**src/rtl/poly1305_block_formatter.sv**
```systemverilog
// Packs AAD and ciphertext words into 130-bit Poly1305 blocks, then appends the length block.
// Optional FMT_CHECK_EN adds a sticky proto_err output that flags input protocol violations.
module poly1305_block_formatter #(
    parameter int unsigned COUNT_W = 64
) (
    input  logic           clk,
    input  logic           reset,
    input  logic           start,
    input  logic           in_valid,
    output logic           in_ready,
    input  logic [127:0]   in_data,
    input  logic [4:0]     in_bytes,
    input  logic           in_last,
    output logic           out_valid,
    input  logic           out_ready,
    output logic [129:0]   out_block,
    output logic           out_last,
`ifdef FMT_CHECK_EN
    output logic           proto_err,
`endif
    output logic           busy
);

    typedef enum logic [2:0] {StIdle, StAad, StCt, StLen, StDone} state_t;

    state_t               state_q, state_d;
    logic [COUNT_W-1:0]   aad_cnt_q, aad_cnt_d;
    logic [COUNT_W-1:0]   ct_cnt_q, ct_cnt_d;
    logic                 out_valid_q, out_valid_d;
    logic [129:0]         out_block_q, out_block_d;
    logic                 out_last_q, out_last_d;

    logic                 can_load;
    logic                 accept;
    logic [127:0]         masked_data;
    logic [63:0]          aad_len64;
    logic [63:0]          ct_len64;

    // The output register can take a new block when empty or draining this cycle.
    assign can_load  = !out_valid_q || out_ready;
    assign in_ready  = ((state_q == StAad) || (state_q == StCt)) && can_load;
    assign accept    = in_valid && in_ready;
    assign aad_len64 = 64'(aad_cnt_q);
    assign ct_len64  = 64'(ct_cnt_q);

    assign out_valid = out_valid_q;
    assign out_block = out_block_q;
    assign out_last  = out_last_q;
    assign busy      = (state_q != StIdle);

    always_comb begin
        masked_data = '0;
        for (int k = 0; k < 16; k++) begin
            if (5'(k) < in_bytes) begin
                masked_data[8*k +: 8] = in_data[8*k +: 8];
            end
        end
    end

    always_comb begin
        state_d     = state_q;
        aad_cnt_d   = aad_cnt_q;
        ct_cnt_d    = ct_cnt_q;
        out_valid_d = out_valid_q && !out_ready;
        out_block_d = out_block_q;
        out_last_d  = out_last_q;

        unique case (state_q)
            StIdle: begin
                if (start) begin
                    state_d   = StAad;
                    aad_cnt_d = '0;
                    ct_cnt_d  = '0;
                end
            end
            StAad: begin
                if (accept) begin
                    aad_cnt_d = aad_cnt_q + COUNT_W'(in_bytes);
                    if (in_last) begin
                        state_d = StCt;
                    end
                end
            end
            StCt: begin
                if (accept) begin
                    ct_cnt_d = ct_cnt_q + COUNT_W'(in_bytes);
                    if (in_last) begin
                        state_d = StLen;
                    end
                end
            end
            StLen: begin
                if (can_load) begin
                    out_block_d = {2'b01, ct_len64, aad_len64};
                    out_last_d  = 1'b1;
                    out_valid_d = 1'b1;
                    state_d     = StDone;
                end
            end
            StDone: begin
                if (out_valid_q && out_ready) begin
                    state_d = StIdle;
                end
            end
            default: state_d = StIdle;
        endcase

        // A zero-byte word only closes a segment; it never produces a block.
        if (accept && (in_bytes != 5'd0)) begin
            out_block_d = {2'b01, masked_data};
            out_last_d  = 1'b0;
            out_valid_d = 1'b1;
        end
    end

    always_ff @(posedge clk) begin
        if (reset) begin
            state_q     <= StIdle;
            aad_cnt_q   <= '0;
            ct_cnt_q    <= '0;
            out_valid_q <= 1'b0;
            out_block_q <= '0;
            out_last_q  <= 1'b0;
        end else begin
            state_q     <= state_d;
            aad_cnt_q   <= aad_cnt_d;
            ct_cnt_q    <= ct_cnt_d;
            out_valid_q <= out_valid_d;
            out_block_q <= out_block_d;
            out_last_q  <= out_last_d;
        end
    end

`ifdef FMT_CHECK_EN
    logic err_q, err_d;
    logic violation;

    always_comb begin
        violation = 1'b0;
        if (accept && ((in_bytes > 5'd16) || (!in_last && (in_bytes != 5'd16)))) begin
            violation = 1'b1;
        end
        if (in_valid && ((state_q == StIdle) || (state_q == StLen) || (state_q == StDone))) begin
            violation = 1'b1;
        end
        err_d = ((state_q == StIdle) && start) ? 1'b0 : err_q;
        err_d = err_d | violation;
    end

    always_ff @(posedge clk) begin
        if (reset) begin
            err_q <= 1'b0;
        end else begin
            err_q <= err_d;
        end
    end

    assign proto_err = err_q;
`endif

endmodule
```
**config.mk**
```make
export PLATFORM = sky130hd
export DESIGN_NAME = poly1305_block_formatter
export DESIGN_NICKNAME = d
export VERILOG_FILES = /design/src/rtl/poly1305_block_formatter.sv
export SDC_FILE = /design/constraint.sdc
export NUM_CORES = 1
export LEC_CHECK = 0
export ABC_AREA = 1
export CAP_MARGIN = 5
export CORE_UTILIZATION = 48
export DETAILED_ROUTE_END_ITERATION = 16
export GPL_TIMING_DRIVEN = 1
export HOLD_SLACK_MARGIN = 0.08
export PLACE_DENSITY = 0.77
export SYNTH_ARGS = -nofsm -noshare
export SYNTH_HDL_FRONTEND = slang
export SYNTH_SLANG_ARGS = --single-unit
```
**constraint.sdc**
```tcl
create_clock -name clk -period 2.32 [get_ports clk]
set_input_delay 0.464 -clock clk [delete_from_list [all_inputs] [get_ports clk]]
set_output_delay 0.464 -clock clk [all_outputs]
set_load 0.03 [all_outputs]
```
# Yosys cells after proc, flatten, opt, wreduce, memory -nomap -nowiden
# Index checks and enable logic that the tools add are counted.
dict set report totals {
  regBits 262
  word_cells 92
  input_bits 139
}
dict set report op_classes {
  muxes 35
  n_reduce_logical 22
  n_addsub 2
  eq_ne 11
  order_cmp 16
}
# op count
set ops {}
lappend ops {{129-bit two-way mux} 3}
lappend ops {{64-bit one-hot mux with 2 select lines} 2}
lappend ops {{64-bit two-way mux} 3}
lappend ops {{64-bit by 5-bit adder with 64-bit output} 2}
lappend ops {{8-bit two-way mux} 16}
lappend ops {{4-bit by 5-bit < comparator with 1-bit output, first input constant} 8}
lappend ops {{3-bit two-way mux} 7}
lappend ops {{3-bit by 5-bit < comparator with 1-bit output, first input constant} 4}
lappend ops {{3-bit one-hot mux with 5 select lines} 1}
lappend ops {{2-bit inequality test, second input constant} 7}
lappend ops {{1-bit by 5-bit < comparator with 1-bit output, first input constant} 2}
lappend ops {{2-bit by 5-bit < comparator with 1-bit output, first input constant} 2}
lappend ops {{2-bit nonzero test} 4}
lappend ops {{7-bit AND reduction} 1}
lappend ops {{3-bit by 2-bit == test with 1-bit output, second input constant} 2}
lappend ops {{3-bit AND reduction} 2}
lappend ops {{1-bit logical AND} 5}
lappend ops {{5-bit nonzero test} 1}
lappend ops {{2-bit AND reduction} 2}
lappend ops {{3-bit by 1-bit == test with 1-bit output, second input constant} 1}
lappend ops {{3-bit == test, second input constant} 1}
lappend ops {{3-bit zero test} 1}
lappend ops {{1-bit two-way mux} 3}
lappend ops {{3-bit nonzero test} 1}
lappend ops {{3 further kinds} 5}

# Depth between registers and ports, before layout
dict set report depth {
  depth_word 7
  mapped_depth 14
}

# Least setup slack after synthesis
# Ideal clock, no wire load.
dict set report synth_timing {
  kind {input port to flip-flop}
  startpoint {input in_bytes[0]}
  endpoint {register ct_cnt_q[46]}
  path_stages 13
  setup_slack_ps 35
  t_arrival_ps 2170
  n_path_buf 0
  t_required_ps 2205
  path_cell_list {ha_1 > inv_1 > fa_1 > inv_1 > nand3_1 > nand2_1 > nand2_1 > a21boi_0 > nand2_1 > nor2_2 > nand3_1 > nand2_1 > nor2_1}
}
dict set report synth_between {
  elab_chain_cells 3
}
# item line
set synth_rtl {}
lappend synth_rtl {{start: declaration} 12} ;# input logic [4:0] in_bytes,
lappend synth_rtl {{64-bit by 5-bit adder with 64-bit output} 86} ;# ct_cnt_d = ct_cnt_q + COUNT_W'(in_bytes);
lappend synth_rtl {{64-bit two-way mux} 85} ;# if (accept) begin
lappend synth_rtl {{64-bit one-hot mux with 2 select lines} 68} ;# unique case (state_q)
lappend synth_rtl {{end signal: assignment} 127} ;# ct_cnt_q <= ct_cnt_d;
lappend synth_rtl {{end: declaration} 28} ;# logic [COUNT_W-1:0] ct_cnt_q, ct_cnt_d;
# Every way passes these cells. The select of a mux whose other input is x is not followed.
# A chain may end at the register's enable or synchronous reset.

# Final worst setup path
dict set report layout_timing {
  startpoint {input out_ready}
  endpoint {output in_ready}
}
dict set report layout_between {
  elab_chain_cells 2
}
# item line
set layout_rtl {}
lappend layout_rtl {{start: declaration} 15} ;# input logic out_ready,
lappend layout_rtl {{1-bit logical OR} 40} ;# assign can_load = !out_valid_q || out_ready;
lappend layout_rtl {{1-bit logical AND} 41} ;# assign in_ready = ((state_q == StAad) || (state_q == StCt)) && can_load;
lappend layout_rtl {{end: declaration} 10} ;# output logic in_ready,
# Every way passes these cells.

==> metrics <==
result of the run completed; compound-cell area share of the yosys netlist 12.6%; Internal Dissipation 11.4 mW; worst vdd ir 0.000704 V; root buf cell clkbuf_16; count of cells along the worst hold path 2; number of clock sinks 262; CTS tree done; share of the synthesized netlist area taken by xor and xnor gates less than 1%; synth top area cells dfxtp_1 36%, nand2_1 16%, nor2_1 12%; actual slew at the worst max-slew pin 0.879 ns; starting utilization of the core area 48.7%; quantity of I/O buffers inserted on ports 271; number of antenna violations at the first check in global routing 0; switching power 7.45 mW; FF-to-FF Start aad_cnt_q[0]$_SDFFE_PP0P_; share of synthesized area occupied by flip-flops and latches 36.3%; Die Wd 175 µm; library cells used by synthesis 40; FF-to-FF End aad_cnt_q[50]$_SDFFE_PP0P_; HPWL after detailed placement ~43 mm; classification of the worst setup path in2out; post-synthesis to final-layout area growth 36.0%; fin crit share between 90% and 100%; count of pins over their slew limit 0; upper clock frequency limit 444 MHz; count of antenna diodes in the layout 0; top-area cell type share of the netlist area 36.3%; max_cap viols 0; pin count of the biggest net entering global routing 83; routability cong. 0.974; FF-to-FF setup slack 0.17 ns; Total Die Area 0.0308 mm²; Fillers 2,737; number of hold violations in the final report 0; CORE AREA 0.0296 mm²; clock power share 26.3%; type of element capturing the critical path output port; Cells after Synth 2,364; cts bufs inserted 30; async set or reset register ratio after synthesis 0%; quantity of hold-fixing buffers added after cts 0; average wire length per cell after detail routing between 15 and 20 µm; fraction of the mapped netlist area in simple logic gates 40.5%; die height 175 µm; Post-Layout Cell Count 3,140; final worst clock skew roughly 0.014 ns; Worst EP arrival 1.79 ns; areal power density over the cells 958 mW/mm²; logic gate share of total power 44.2%; post-synth top area cell dfxtp_1; share of cells above drive strength 1 8.95%; post-synthesis instance area 0.0144 mm²; WL final 55.5 mm; worst hold slack 0.464 ns; worst-path maximum fanout 3; detail-routed via count per cell approximately 5.5; Worst R2R Path Depth 13; grt ovf 0; cell area after placement 0.0186 mm²; clock insertion delay at the later pin of the skew report 0.57 ns; H-tree levels 1; path category of the worst min-delay check reg2reg; maximum count of clock buffers along a single path 3; clock-pin transition on the worst setup and hold timing paths 0.06 ns; count of yosys warnings during synthesis 0; part of the total power dissipated in sequential elements 29.5%; power consumption between 15 and 20 mW; Antenna Violating Nets Remaining 0; Post-Layout Inst Area 0.0196 mm²; end of the worst hold path out_block[34]$_SDFFE_PP0P_; Total Routing Usage GR 35.1%; time the worst path needs with I/O delays and setup 2.25 ns; global-route wire length before repair 85.2 mm; combinational family with the most area after synthesis simple AND/OR/NAND/NOR gates; number of design-rule violations left by the first detailed-router iteration 1,475; vias in the first global route 15,400; Synth Flop Type dfxtp_1; type of origin of the critical path input pin; Cell Rows 63; share of synthesized cell area in full adder, half adder and majority cells around 1.1%; Post-synth EDFFs 0; remaining design rule violation count 0; multiplexer share of the synthesized area 0%; length of the first detailed-routing pass in iterations 6; critical hold path startpoint out_block[34]$_SDFFE_PP0P_; net count after synthesis 2,515; synthesis-stage register bit count ~260; switching part of the total 39.6%; most frequent cell after synthesis nand2_1; number of nets in the layout 2,878; I/O pins approximately 270; leakage power summed over all cells approximately 8 nW; top cells by instance count after synthesis 628 x nand2_1, 443 x nor2_1, 262 x dfxtp_1, 220 x inv_1, 219 x nand3_1; Critical Path RT around 1.9 ns; number of cells in the design after placement 3,084; average instance area after synthesis between 6 and 7 µm²; routed vias 17,100; Max transition margin 41.4%; number of failing setup endpoints in the final timing report 0
metrics by stage:
step           setup TNS (ns)  worst slack [ns]  util [%]
2_1_floorplan               0            0.0347         -
3_3_place_gp           -66.51            -0.545      62.6
3_5_place_dp           -78.39            -0.669      62.6
4_1_cts                     0           0.00970      66.1
5_1_grt              -0.00760          -0.00760      66.3
6_report                    0            0.0686      66.3
area by class of cell:
class / instances / area, µm² / area share (%)
clock buffer: 44 / 885 / 4.50
clock inverter: 11 / 136 / 0.694
inverter: 226 / 851 / 4.33
multi-input combinational: 1782 / 7920 / 40.3
sequential: 262 / 5250 / 26.7
tap: 390 / 488 / 2.48
timing repair buffer: 425 / 4110 / 20.9
placed cells by master, fill, tap and decap left out, types with 3 or more instances in the layout:
master | Yosys | routed
and2_1 | 4 | 4
o21ai_0 | 180 | 179
ha_1 | 10 | 8
inv_2 | 6 | 9
o21a_1 | 3 | 3
a21oi_1 | 144 | 144
nor3_1 | 40 | 40
or2_2 | 7 | 7
nand3_1 | 219 | 217
o21ai_1 | 18 | 19
bufinv_16 | 0 | 3
dfxtp_1 | 262 | 261
nand3_2 | 1 | 3
clkbuf_8 | 0 | 6
nor4_1 | 4 | 4
nand3b_1 | 5 | 5
nor2_4 | 2 | 3
buf_12 | 0 | 20
clkdlybuf4s50_1 | 0 | 265
nand2_1 | 628 | 628
nand4_1 | 45 | 45
nand2_2 | 4 | 4
clkinv_2 | 0 | 7
buf_4 | 9 | 135
inv_1 | 220 | 216
nor2_2 | 4 | 8
clkbuf_16 | 0 | 31
nor2_1 | 443 | 438
clkbuf_1 | 47 | 7
a31oi_1 | 4 | 4
logic make-up (layout without fill, tap and decap cells):
family,count (synthesis),count (layout)
xor+xnor,2,2
compound gates,357,357
buf+inv,320,706
fa+ha+maj,12,12
other cells,1,1
flops,262,262
simple gates,1410,1410
worst max-delay path by stage:
| stage | start | end |
|---|---|---|
| 6_report | out_ready | in_ready |
| 5_1_grt | state_q[2]$_SDFFE_PP0P_ | aad_cnt_q[39]$_SDFFE_PP0P_ |
| 4_1_cts | in_bytes[1] | ct_cnt_q[50]$_SDFFE_PP0P_ |
| 3_5_place_dp | in_bytes[0] | ct_cnt_q[56]$_SDFFE_PP0P_ |
| 3_3_place_gp | in_bytes[0] | ct_cnt_q[46]$_SDFFE_PP0P_ |
| 2_1_floorplan | in_bytes[0] | ct_cnt_q[46]$_SDFFE_PP0P_ |
per-layer routing:
layer  GRT usage (%)  part of all wire [%]  vias to the layer above
met5               0                     0                        -
met3            4.98                   8.6                       88
met4            9.31                   2.6                        0
met1            50.7                    45                     7915
met2            54.5                    43                      768
li1                -                     -                     8343
power groups by stage:
stage	clock [mW]	sequential [mW]	combinational, mW
floorplan	0	6.67	3.65
detailed placement	0	5.62	8.15
CTS	4.99	5.53	8.19
global placement	0	5.59	8.02
global route	5.15	5.60	8.93
finish	4.95	5.54	8.32
critical path, cell delays in order:
cell and delay [ns]:
clkdlybuf4s50_1 0.51, inv_1 0.05, nand2_1 0.13, buf_4 0.16, inv_1 0.06, nor2_1 0.14, buf_4 0.16, buf_12 0.11
timing repair:
action                                  in CTS  in global routing
resized for setup                            4                 17
pin swaps                                    0                  3
endpoints found under the setup margin      22                 55
setup buffers                                0                  1
sequential cells by signal, indices dropped and copies added, names as in the netlist:
register / flops
out_last: 1
out_block: 129
ct_cnt_q: 64
state_q: 3
aad_cnt_q: 64
out_valid: 1
(Power assumes the default switching activity.)
